--- src/rtl/apb_master_module.sv ---
// -----------------------------------------------------------------------------
// apb_master_module
//
// APB requester that drives the APB slave port of the matmul block. The host
// side hands over one command at a time on a valid/ready handshake. The block
// then runs the APB SETUP and ACCESS phases and waits out any slave wait
// states. It returns exactly one response pulse per accepted command.
//
// Optional feature (compile-time macro):
//   APB_TIMEOUT_EN  - abort an ACCESS phase that has waited TIMEOUT_CYCLES
//                     cycles without pready_i; it completes with an error.
//                     Undefined: ACCESS waits for pready_i indefinitely.
//
// Ports:
//   clk_i, rst_i            clock (rising edge), async active-high reset
//   cmd_valid_i/cmd_ready_o command handshake; accepted when both are high
//   cmd_write_i             1 = write, 0 = read
//   cmd_addr_i              target address
//   cmd_wdata_i             write data
//   cmd_strb_i              write lane strobes, one per DATA_WIDTH lane
//   rsp_valid_o             one-cycle pulse, rsp_rdata_o/rsp_err_o valid
//   rsp_rdata_o             read data (0 for writes and errors), held
//   rsp_err_o               transfer error, held
//   busy_o                  transfer in progress (SETUP or ACCESS)
//   psel_o, penable_o       APB phase control
//   pwrite_o, paddr_o       APB direction and address
//   pwdata_o, pstrb_o       APB write data and strobes (0 for reads)
//   pready_i, pslverr_i     APB slave ready / error (sampled in ACCESS only)
//   prdata_i                APB slave read data
// -----------------------------------------------------------------------------
module apb_master_module #(
    parameter int  DATA_WIDTH     = 32,
    parameter int  BUS_WIDTH      = 64,
    parameter int  ADDR_WIDTH     = 32,
    parameter int  TIMEOUT_CYCLES = 16,
    localparam int STRB_WIDTH     = BUS_WIDTH / DATA_WIDTH
) (
    input  logic                  clk_i,
    input  logic                  rst_i,

    input  logic                  cmd_valid_i,
    output logic                  cmd_ready_o,
    input  logic                  cmd_write_i,
    input  logic [ADDR_WIDTH-1:0] cmd_addr_i,
    input  logic [BUS_WIDTH-1:0]  cmd_wdata_i,
    input  logic [STRB_WIDTH-1:0] cmd_strb_i,

    output logic                  rsp_valid_o,
    output logic [BUS_WIDTH-1:0]  rsp_rdata_o,
    output logic                  rsp_err_o,
    output logic                  busy_o,

    output logic                  psel_o,
    output logic                  penable_o,
    output logic                  pwrite_o,
    output logic [ADDR_WIDTH-1:0] paddr_o,
    output logic [BUS_WIDTH-1:0]  pwdata_o,
    output logic [STRB_WIDTH-1:0] pstrb_o,
    input  logic                  pready_i,
    input  logic                  pslverr_i,
    input  logic [BUS_WIDTH-1:0]  prdata_i
);

    typedef enum logic [1:0] {
        IDLE   = 2'd0,
        SETUP  = 2'd1,
        ACCESS = 2'd2
    } state_t;

    state_t                 state_q;
    state_t                 state_d;
    logic                   accept;
    logic                   timeout_hit;
    logic                   rsp_valid_d;
    logic                   rsp_err_d;
    logic [BUS_WIDTH-1:0]   rsp_rdata_d;

    // cmd_ready_o is registered as (state == IDLE), so the FSM state alone
    // decides whether a command is taken.
    assign accept = cmd_valid_i && (state_q == IDLE);

`ifdef APB_TIMEOUT_EN
    localparam int TO_W = $clog2(TIMEOUT_CYCLES + 1);

    logic [TO_W-1:0] to_cnt_q;

    // Counts ACCESS cycles that ended without pready_i. The abort fires in
    // the TIMEOUT_CYCLES-th such cycle, so the transfer never spends more
    // than TIMEOUT_CYCLES cycles in ACCESS.
    always_ff @(posedge clk_i or posedge rst_i) begin
        if (rst_i) begin
            to_cnt_q <= '0;
        end else if (state_q == SETUP) begin
            to_cnt_q <= '0;
        end else if (state_q == ACCESS && !pready_i) begin
            to_cnt_q <= to_cnt_q + 1'b1;
        end
    end

    // pready_i in the limit cycle takes priority in the FSM below.
    assign timeout_hit = (state_q == ACCESS) && !pready_i &&
                         (to_cnt_q == TO_W'(TIMEOUT_CYCLES - 1));
`else
    logic unused_timeout;
    assign unused_timeout = ^TIMEOUT_CYCLES;
    assign timeout_hit    = 1'b0;
`endif

    // FSM state register.
    // NOTE: sequential state uses non-blocking (<=) so every flop samples
    // pre-edge values, independent of process evaluation order.
    always_ff @(posedge clk_i or posedge rst_i) begin
        if (rst_i) begin
            state_q <= IDLE;
        end else begin
            state_q <= state_d;
        end
    end

    // Next state and next response values.
    always_comb begin
        // NOTE: every signal gets a default before the case, so no path
        // leaves one unassigned and no latch is inferred.
        state_d     = state_q;
        rsp_valid_d = 1'b0;
        rsp_err_d   = rsp_err_o;
        rsp_rdata_d = rsp_rdata_o;

        unique case (state_q)
            IDLE: begin
                if (accept) begin
                    state_d = SETUP;
                end
            end

            SETUP: begin
                state_d = ACCESS;
            end

            ACCESS: begin
                if (pready_i) begin
                    state_d     = IDLE;
                    rsp_valid_d = 1'b1;
                    rsp_err_d   = pslverr_i;
                    rsp_rdata_d = (!pwrite_o && !pslverr_i) ? prdata_i : '0;
                end else if (timeout_hit) begin
                    state_d     = IDLE;
                    rsp_valid_d = 1'b1;
                    rsp_err_d   = 1'b1;
                    rsp_rdata_d = '0;
                end
            end

            default: begin
                state_d = IDLE;
            end
        endcase
    end

    // Registered control and response outputs, all derived from the next
    // state, so they line up with the FSM state in the same cycle.
    always_ff @(posedge clk_i or posedge rst_i) begin
        if (rst_i) begin
            cmd_ready_o <= 1'b1;
            busy_o      <= 1'b0;
            psel_o      <= 1'b0;
            penable_o   <= 1'b0;
            rsp_valid_o <= 1'b0;
            rsp_err_o   <= 1'b0;
            rsp_rdata_o <= '0;
        end else begin
            cmd_ready_o <= (state_d == IDLE);
            busy_o      <= (state_d != IDLE);
            psel_o      <= (state_d != IDLE);
            penable_o   <= (state_d == ACCESS);
            rsp_valid_o <= rsp_valid_d;
            rsp_err_o   <= rsp_err_d;
            rsp_rdata_o <= rsp_rdata_d;
        end
    end

    // Command capture. The APB address/data/strobe registers load only on
    // accept, so they stay stable from SETUP through the last ACCESS cycle.
    // Reads drive zero data and zero strobes whatever the host presented.
    always_ff @(posedge clk_i or posedge rst_i) begin
        if (rst_i) begin
            pwrite_o <= 1'b0;
            paddr_o  <= '0;
            pwdata_o <= '0;
            pstrb_o  <= '0;
        end else if (accept) begin
            pwrite_o <= cmd_write_i;
            paddr_o  <= cmd_addr_i;
            pwdata_o <= cmd_write_i ? cmd_wdata_i : '0;
            pstrb_o  <= cmd_write_i ? cmd_strb_i  : '0;
        end
    end

endmodule

--- config.mk ---
export PLATFORM = sky130hd
export DESIGN_NAME = apb_master_module
export DESIGN_NICKNAME = d
export VERILOG_FILES = /design/src/rtl/apb_master_module.sv
export SDC_FILE = /design/constraint.sdc
export NUM_CORES = 1
export LEC_CHECK = 0
export ABC_AREA = 1
export CORE_ASPECT_RATIO = 1.4
export CORE_MARGIN = 1.5
export CORE_UTILIZATION = 41
export DETAILED_ROUTE_END_ITERATION = 6
export GPL_TIMING_DRIVEN = 0
export MAX_ROUTING_LAYER = met4
export PLACE_DENSITY = 0.86
export SYNTH_ARGS = -nofsm -noshare
export SYNTH_HDL_FRONTEND = slang
export SYNTH_SLANG_ARGS = --single-unit
--- constraint.sdc ---
create_clock -name clk_i -period 7.14 [get_ports clk_i]
set_input_delay 1.071 -clock clk_i [delete_from_list [all_inputs] [get_ports clk_i]]
set_output_delay 1.071 -clock clk_i [all_outputs]
set_load 0.01 [all_outputs]
; ---- Word level (Yosys, flattened, before mapping)
; Cells that the tools add are included.
[totals]
output_inout_bits = 169
reg_bits = 170
word_cells = 30
[op_classes]
n_reduce_logical = 8
n_eq_ne = 3
mux = 8
[ops]
columns = op, n
row1 = $mux W64, 2
row2 = $mux W2, 3
row3 = $pmux W2 S3, 1
row4 = $eq A2 B2 Y1 const B, 2
row5 = $logic_not A2 Y1, 2
row6 = $eq A2 B1 Y1 const B, 1
row7 = $logic_and A1 B1 Y1, 2
row8 = $logic_not A1 Y1, 2
row9 = $mux W1, 2
row10 = $reduce_and A2 Y1, 1
row11 = $reduce_bool A2 Y1, 1

; ---- Logic depth before layout (Yosys ltp)
; Gate-level depths: netlist of the first run.
[depth]
ltp_word = 5
mapped_depth = 6
ltp_nobuf = 5

; ---- Worst setup path after synthesis of the first run
; OpenSTA, ideal clock, no wires.
[synth_timing]
path_kind = input -> register
from = in cmd_valid_i
to = reg pstrb_o[1]
path_buffers = 3
required_time_ns = 7.022
slack_ns = 5.308
setup_time_ns = 0.118
stages = 6
arrival_time_ns = 1.713
path_cell_list = buf_2 nand2_1 buf_2 buf_4 nand2_1 nand2_1
[synth_via]
elab_chain_len = 1
[synth_rtl]
columns = item, line
row1 = start: declaration, 41  ; input logic cmd_valid_i,
row2 = $logic_and A1 B1 Y1, 80  ; assign accept = cmd_valid_i && (state_q == IDLE);
row3 = end signal: assignment, 195  ; pstrb_o <= cmd_write_i ? cmd_strb_i : '0;
row4 = end: declaration, 58  ; output logic [STRB_WIDTH-1:0] pstrb_o,
; Every way passes these cells.
; A chain may end at the register's enable or synchronous reset.

; ---- Worst setup path in the final report of the first run
[layout_timing]
from = reg cmd_ready_o
to = out cmd_ready_o
[layout_rtl]
columns = item, line
row1 = start: declaration, 42  ; output logic cmd_ready_o,
row2 = start signal: assignment, 172  ; cmd_ready_o <= (state_d == IDLE);
; No word-level cell between the ends.

==> metrics.txt, run 1 <==
Mapped Area=7160 sq um; WP data required=6070 ps; Internal=3.02 mW; Sequential Power Share=about a third; Hold Vio Cnt, Final=0; setup slack after layout=4570 ps; initial antenna violation count=0; Pwr Total=around 4.7 mW; clock latency on the worst-skew pair=430 ps; power density over the cells=413 nW/um^2; number of gates resized after cts=0; H-tree depth=4; area leader, netlist=dfrtp_1; Worst Setup SP=cmd_ready_o$_DFF_PP1_; Worst Path Buf+Inv=1; CP startpoint kind=flop; crit-path max FO=1; worst reg2reg path depth=6; die width=115 um; post-route ant nets=0; Post-CTS Setup Bufs=0; Initial Utilization=roughly 42%; setup TNS=0 ps; top post-synthesis cells by area=dfrtp_1, nand2_1, nand4_1; drt total wl=23.7 mm; cell count after synthesis=between 800 and 900; worst hold path cell count=2; Clock power frac=20.4%; Rows=57; CTS sink cnt=170; fraction of layout cells with a size suffix above 1=5.83%; Core ar.=17,300 sq um; P_leak=5.84 nW; R2R Path Start=state_q[0]$_DFF_PP0_; die area=18,300 sq um; vias in the first global route=7,329; number of synthesized register bits=170; status=finished, final reports clean; hold crit path type=reg -> reg; routed via count=7,075; Area growth syn-to-layout=59.9%; GRT Residual Overflow=0; crit-path max cell delay=approximately 570 ps; Reg-to-Reg End=pwdata_o[59]$_DFFE_PP0P_; Final Max Tran Viols=0; TritonRoute pass-1 iters=5; Worst Skew=approximately 12 ps; pre-CTS WS=4400 ps; worst hold endpoint=paddr_o[20]$_DFFE_PP0P_; max-cap viol count=0; commonest non-fill, non-tap cell in the layout=nand2_1; f_max=389 MHz; commonest cells after routing, fill and taps aside=nand2_1, clkdlybuf4s50_1, dfrtp_1; Crit path max-delay family=buffers and inverters; hold bufs inserted after CTS=0; CTS tree=yes; Seq/Total Area, Yosys=59.4%; # setup viols final=0; RePlAce Congestion=0.886; port buffer count=334; CP max stage cell=clkdlybuf4s50_1; first-pass GRT wire length=36.9 mm; vias per inst=4.81; Peak supply drop=0.220 mV; # IOs=337; relative slew slack=59.8%; Mean Syn Cell Area=8.26 sq um; RSZ-0062 raised after global routing=false; largest net degree at the start of global routing=88; Synth top area share=roughly three fifths; total CTS buffers=17; Crit Path Category=reg -> out; Max clock buf depth=2; Synth cell types=15; Layout Nets=1,389; Yosys Warn Count=0; # DRC=0; hpwl dp=~18 mm; worst slew pin tran=around 600 ps; Worst Path Arrival=around 1500 ps; Die Ht=roughly 160 um; Critical Path, Cell by Cell=clkdlybuf4s50_1; antenna fix cells=0; post-route clock period utilization=between 30% and 40%; fin crit period=2570 ps; CTS Root Cell=clkbuf_16; DR iter-0 viols=431; Psw=between 1.5 and 2 mW; # fillers=1,386; R2R Setup Slk=5510 ps; Net Sw Frac=36.2%; hold path start=paddr_o[20]$_DFFE_PP0P_; critical path endpoint category=primary output; syn nets=1,035; clk slew on worst S/H paths=around 70 ps; Comb power frac=44.4%; GRT Total Usage=a little over a quarter; WL per Instance=16.1 um
-- Yosys cell counts, drive strengths merged --
| library cell | count |
|---|---|
| clkbuf | 24 |
| dfrtp | 169 |
| nand2 | 397 |
| o21ai | 1 |
| inv | 70 |
| buf | 36 |
| nor2 | 67 |
| nand3 | 35 |
| nand3b | 1 |
| nand4 | 66 |
| dfstp | 1 |
-- sequential cells by signal (all words and copies together), names as in the netlist --
register / count
penable_o: 1
pstrb_o: 2
rsp_err_o: 1
psel_o: 1
pwrite_o: 1
pwdata_o: 64
cmd_ready_o: 1
rsp_valid_o: 1
rsp_rdata_o: 64
paddr_o: 32
state_q: 2
-- layer usage --
layer | share of wire (%) | vias up | global-route usage (%)
met1 | 35 | 3282 | 27.2
met4 | 4.4 | 0 | 13.0
met3 | 8.4 | 59 | 8.11
met2 | 52 | 351 | 47.2
met5 | 0 | - | -
li1 | - | 3383 | -
-- area by class of cell --
cell class                 count  area [sq um]  area share (%)
buffer                        60           295            2.58
clock buffer                  18           439            3.84
clock inverter                14           175            1.53
inverter                      70           270            2.36
multi-input combinational    567          2350            20.5
sequential                   170          4260            37.2
tap                          236           295            2.58
timing repair buffer         335          3370            29.4
-- per-stage QoR --
step	hold slack, ps	cell area [sq um]	utilization (%)	instances
4_1_cts	477	11500	66.3	1470
2_1_floorplan	507	7160	-	867
3_3_place_gp	454	10800	62.6	1437
5_1_grt	494	11500	66.3	1470
6_report	474	11500	66.3	1470
3_5_place_dp	460	10800	62.8	1438
-- power by group through the flow --
stage	Combinational [mW]	Sequential (mW)	Clock, mW
4_1_cts	2.12	1.66	0.985
3_5_place_dp	2.12	1.66	0
2_1_floorplan	0.660	1.85	0
5_1_grt	2.29	1.71	1.03
6_report	2.10	1.66	0.968
3_3_place_gp	2.06	1.65	0
-- kinds of logic after synthesis --
kind of cell,count (synthesis),synth area share [%]
flip-flops,170,59.4
buffers and inverters,130,7.79
AND/OR/NAND/NOR,566,32.7
AO/OA/AOI/OAI,1,0.0698
-- worst max-delay path by stage --
stage                                        endpoint  slack, ps  cells past startpoint
final                                     cmd_ready_o       4570                      1
after global routing                      cmd_ready_o       4510                      1
after CTS                                 cmd_ready_o       4530                      1
after detailed placement  rsp_rdata_o[22]$_DFFE_PP0P_       4400                      7
after global placement        paddr_o[11]$_DFFE_PP0P_       -740                      2
after floorplan                paddr_o[0]$_DFFE_PP0P_       1470                      1
Power figures use the tool's default switching activity.
==> inputs of run 2 (changes only) <==
Clock period 7.14 ns to 2.54 ns, I/O delays scaled along.
==> metrics.txt, run 2 (synthesis gave the netlist of run 1 again) <==
Peak supply drop=0.701 mV (+220%); power density over the cells=1150 nW/um^2 (+180%); # setup viols final=0 (unchanged); fraction of layout cells with a size suffix above 1=5.83% (-0.0094 points); relative slew slack=58.9% (-0.94 points); worst slew pin tran=616 ps (+12.8 ps); hold bufs inserted after CTS=0 (unchanged); first-pass GRT wire length=35.8 mm (-3.0%); CP startpoint kind=flop; Layout Nets=1,392 (+0.22%); RePlAce Congestion=0.891 (+0.60%); Hold Vio Cnt, Final=0 (unchanged); total CTS buffers=17 (unchanged); R2R Setup Slk=960 ps (-4550 ps); WL per Instance=15.6 um (-3.2%); Rows=57 (unchanged); number of gates resized after cts=0 (unchanged); routed via count=7,042 (-0.47%); Crit path max-delay family=buffers and inverters; Initial Utilization=41.5% (unchanged); fin crit period=1870 ps; Critical Path, Cell by Cell=clkdlybuf4s50_1; largest registers=pwdata_o: 64 flops, rsp_rdata_o: 64 flops, paddr_o: 32 flops; vias per inst=4.78 (-0.67%); initial antenna violation count=1 (+1); GRT Total Usage=26.1% (-0.98 points); CTS sink cnt=170 (unchanged); TritonRoute pass-1 iters=4 (-1); RSZ-0062 raised after global routing=false; clock latency on the worst-skew pair=420 ps (about the same); fin cells=1,473 (+0.20%); commonest cells after routing, fill and taps aside=nand2_1, clkdlybuf4s50_1, dfrtp_1; Final Max Tran Viols=0 (unchanged); Die Ht=159 um (unchanged); Core ar.=17,300 sq um (unchanged); Worst Skew=16.6 ps (+4.13 ps); H-tree depth=4 (unchanged); CTS Root Cell=clkbuf_16; commonest non-fill, non-tap cell in the layout=nand2_1; largest net degree at the start of global routing=42 (-52%); setup TNS=0 ps (unchanged); f_max=534 MHz; status=finished, final reports clean; hpwl dp=17.8 mm (-0.86%); Max clock buf depth=2 (unchanged); Area growth syn-to-layout=60.3%; Worst Path Arrival=1490 ps (about the same); # IOs=337 (unchanged); port buffer count=334 (unchanged); die area=18,300 sq um (unchanged); post-route clock period utilization=73.7%; hold crit path type=in -> reg; Worst Path Buf+Inv=1 (unchanged); crit-path max cell delay=580 ps (about the same); pre-CTS WS=570 ps (-3830 ps); vias in the first global route=7,096 (-3.2%); area post-placement=10,900 sq um (+0.45%); GRT Residual Overflow=0 (unchanged); crit-path max FO=1 (unchanged); placed cell count=1,441 (+0.21%); CP max stage cell=clkdlybuf4s50_1; DR iter-0 viols=293 (-32%); P_leak=5.83 nW (about the same); die width=115 um (unchanged); critical path endpoint category=primary output; WP data required=2160 ps (-3910 ps); setup slack after layout=669 ps (-3900 ps); drt total wl=23.0 mm (-3.0%); fin area=11,500 sq um (+0.31%); clk slew on worst S/H paths=70 ps (about the same); post-route ant nets=0 (unchanged); # DRC=0 (unchanged); max-cap viol count=0 (unchanged); Post-CTS Setup Bufs=0 (unchanged); CTS tree=yes; Crit Path Category=reg -> out
==> run 2: changes by cell type in the layout (fill, tap and decap cells not counted) <==
cell / previous run / this run
diode_2: 0 / 1
inv_8: 6 / 1
buf_16: 1 / 0
clkbuf_1: 24 / 26
bufinv_16: 2 / 3
inv_6: 4 / 3
buf_12: 0 / 4
clkbuf_8: 1 / 0
clkinv_4: 1 / 0
clkinvlp_4: 2 / 6
==> run 2: per-layer routing <==
metal | global-route usage (%) | wire (um) | part of all wire (%)
met5 | - | 0 | 0
met4 | 12.4 | 920 | 4.0
met3 | 7.12 | 2000 | 8.7
met2 | 44.3 | 11600 | 51
met1 | 27.8 | 8460 | 37
==> run 2: where the power goes <==
part           internal [mW]  total, mW  switching, mW
Combinational           3.04       5.92           2.88
Clock                   1.56       2.67           1.11
Sequential              3.94       4.64          0.701
==> run 2: layout make-up <==
class	instances	area, sq um
Buffer	60	295
Antenna cell	1	2.50
Timing Repair Buffer	338	3420
Inverter	70	267
Multi-Input combinational cell	567	2350
Clock buffer	19	433
Sequential cell	170	4260
Fill cell	1384	5770
Clock inverter	12	165
Tap cell	236	295
==> run 2: final timing paths <==
check,endpoint,depth (start not counted),start
setup / recovery,cmd_ready_o,1,cmd_ready_o$_DFF_PP1_
max in group asynchronous,paddr_o[31]$_DFFE_PP0P_,4,rst_i
hold / removal,pwdata_o[52]$_DFFE_PP0P_,3,cmd_write_i
setup reg to reg,paddr_o[28]$_DFFE_PP0P_,6,state_q[0]$_DFF_PP0_
min in group asynchronous,paddr_o[11]$_DFFE_PP0P_,2,rst_i
hold reg to reg,paddr_o[12]$_DFFE_PP0P_,2,paddr_o[12]$_DFFE_PP0P_
==> run 2: through the flow <==
step	util (%)	total power, mW	hold WS, ps
global placement	62.6	10.5	453
detailed placement	63.1	10.6	458
floorplan	-	7.05	507
CTS	66.5	13.3	306
global route	66.6	14.0	323
finish	66.6	13.2	321
==> inputs of run 3 (changes only) <==
Clock period 2.54 ns to 1.95 ns, I/O delays scaled along.
==> metrics.txt, run 3 (synthesis gave the netlist of run 1 again) <==
status=finished, final reports clean; port buffer count=334 (unchanged); # DRC=0 (unchanged); CP max stage cell=clkdlybuf4s50_1; crit-path max cell delay=580 ps (about the same); die area=18,300 sq um (unchanged); Final Max Tran Viols=0 (unchanged); die width=115 um (unchanged); worst hold path cell count=3 (unchanged); Die Ht=159 um (unchanged); Reg area=4260 sq um (unchanged); Worst Skew=13.7 ps (-2.84 ps); RePlAce Congestion=0.891 (unchanged); first-pass GRT wire length=35.7 mm (about the same); H-tree depth=4 (unchanged); clock latency on the worst-skew pair=420 ps (about the same); Critical Path, Cell by Cell=clkdlybuf4s50_1; initial antenna violation count=1 (unchanged); DR iter-0 viols=317 (+8.2%); # setup viols final=0 (unchanged); pre-CTS WS=69.0 ps (-501 ps); WL per Instance=15.6 um (about the same); GRT Residual Overflow=0 (unchanged); CP startpoint kind=flop; Crit path max-delay family=buffers and inverters; metal2 WL=11.5 mm (-0.77%); Worst Path Arrival=1490 ps (about the same); P_leak=5.83 nW (unchanged); commonest cells after routing, fill and taps aside=nand2_1, clkdlybuf4s50_1, dfrtp_1; commonest non-fill, non-tap cell in the layout=nand2_1; clk slew on worst S/H paths=70 ps (about the same); met1 WL=8.39 mm (-0.80%); number of gates resized after cts=0 (unchanged); setup slack after layout=165 ps (-504 ps); TritonRoute pass-1 iters=4 (unchanged); WP data required=1660 ps (-500 ps); vias in the first global route=7,096 (unchanged); largest registers=pwdata_o: 64 flops, rsp_rdata_o: 64 flops, paddr_o: 32 flops; Area growth syn-to-layout=60.3% (unchanged); # IOs=337 (unchanged); Initial Utilization=41.5% (unchanged); Layout Nets=1,392 (unchanged); Hold Vio Cnt, Final=0 (unchanged); max-cap viol count=0 (unchanged); hpwl dp=17.8 mm (unchanged); Post-CTS Setup Bufs=0 (unchanged); Rows=57 (unchanged); power density over the cells=1500 nW/um^2 (+30%); CTS Root Cell=clkbuf_16; fraction of layout cells with a size suffix above 1=5.83% (unchanged); routed via count=7,062 (+0.28%); worst hold endpoint=pwdata_o[52]$_DFFE_PP0P_; Peak supply drop=0.913 mV (+30%); vias per inst=4.79 (+0.28%); Crit Path Category=reg -> out; CTS tree=yes; hold bufs inserted after CTS=0 (unchanged); largest net degree at the start of global routing=42 (unchanged); wire length on met3=2.09 mm (+4.3%); # fillers=1,384 (unchanged); RSZ-0062 raised after global routing=false; fin crit period=1780 ps; total CTS buffers=17 (unchanged); GRT Total Usage=26.0% (about the same); worst reg2reg path depth=4 (-2); crit-path max FO=1 (unchanged); critical path endpoint category=primary output; R2R Path Start=state_q[0]$_DFF_PP0_; Highest Signal Layer=met4; Worst Path Buf+Inv=1 (unchanged); worst slew pin tran=615 ps (-0.630 ps); Reg-to-Reg End=pwdata_o[55]$_DFFE_PP0P_; area of the multi-input gates=2350 sq um (unchanged); f_max=between 500 and 600 MHz; Core ar.=17,300 sq um (unchanged); Pwr Total=17.2 mW (+30%); hold path start=cmd_write_i; relative slew slack=58.9% (about the same); hold crit path type=in -> reg; post-route clock period utilization=91.5%; R2R Setup Slk=370 ps (-590 ps); Max clock buf depth=2 (unchanged); CTS sink cnt=170 (unchanged); post-route ant nets=0 (unchanged); drt total wl=23.0 mm (about the same)
==> run 3: per-layer routing <==
metal	GRT usage, %	vias up
met3	7.04	54
li1	-	3388
met2	44.3	333
met1	27.8	3287
met5	-	-
met4	12.3	0
==> run 3: worst max path at each step <==
stage	cells after the start	startpoint	slack, ps	endpoint
global route	1	cmd_ready_o$_DFF_PP1_	120	cmd_ready_o
detailed placement	7	pslverr_i	70	rsp_rdata_o[44]$_DFFE_PP0P_
global placement	2	rst_i	-1900	pwdata_o[59]$_DFFE_PP0P_
floorplan	1	rst_i	-510	paddr_o[0]$_DFFE_PP0P_
CTS	1	cmd_ready_o$_DFF_PP1_	130	cmd_ready_o
finish	1	cmd_ready_o$_DFF_PP1_	170	cmd_ready_o
==> run 3: final cells by class <==
cell class / count / area share, %
flip-flops and latches: 170 / 37.0
repair buffers: 338 / 29.8
multi-input cells: 567 / 20.5
clock buffers: 19 / 3.77
plain buffers: 60 / 2.57
well taps: 236 / 2.57
inverters: 70 / 2.32
clock inverters: 12 / 1.44
diodes: 1 / 0.0218
==> run 3: per-stage QoR <==
step           hold slack, ps  instances  utilization (%)  setup TNS [ps]  cell area [sq um]
2_1_floorplan             425        867                -          -86260               7170
3_3_place_gp              453       1437             62.6         -319040              10800
3_5_place_dp              458       1441             63.1               0              10900
4_1_cts                   217       1472             66.5               0              11500
5_1_grt                   235       1473             66.6               0              11500
6_report                  234       1473             66.6               0              11500
==> run 3: where the power goes <==
group	leakage [nW]	total [mW]	switching, mW	internal [mW]
Clock	0.275	3.48	1.45	2.03
Combinational	3.34	7.71	3.75	3.96
Sequential	2.21	6.04	0.913	5.13
Total	5.83	17.2	6.11	11.1
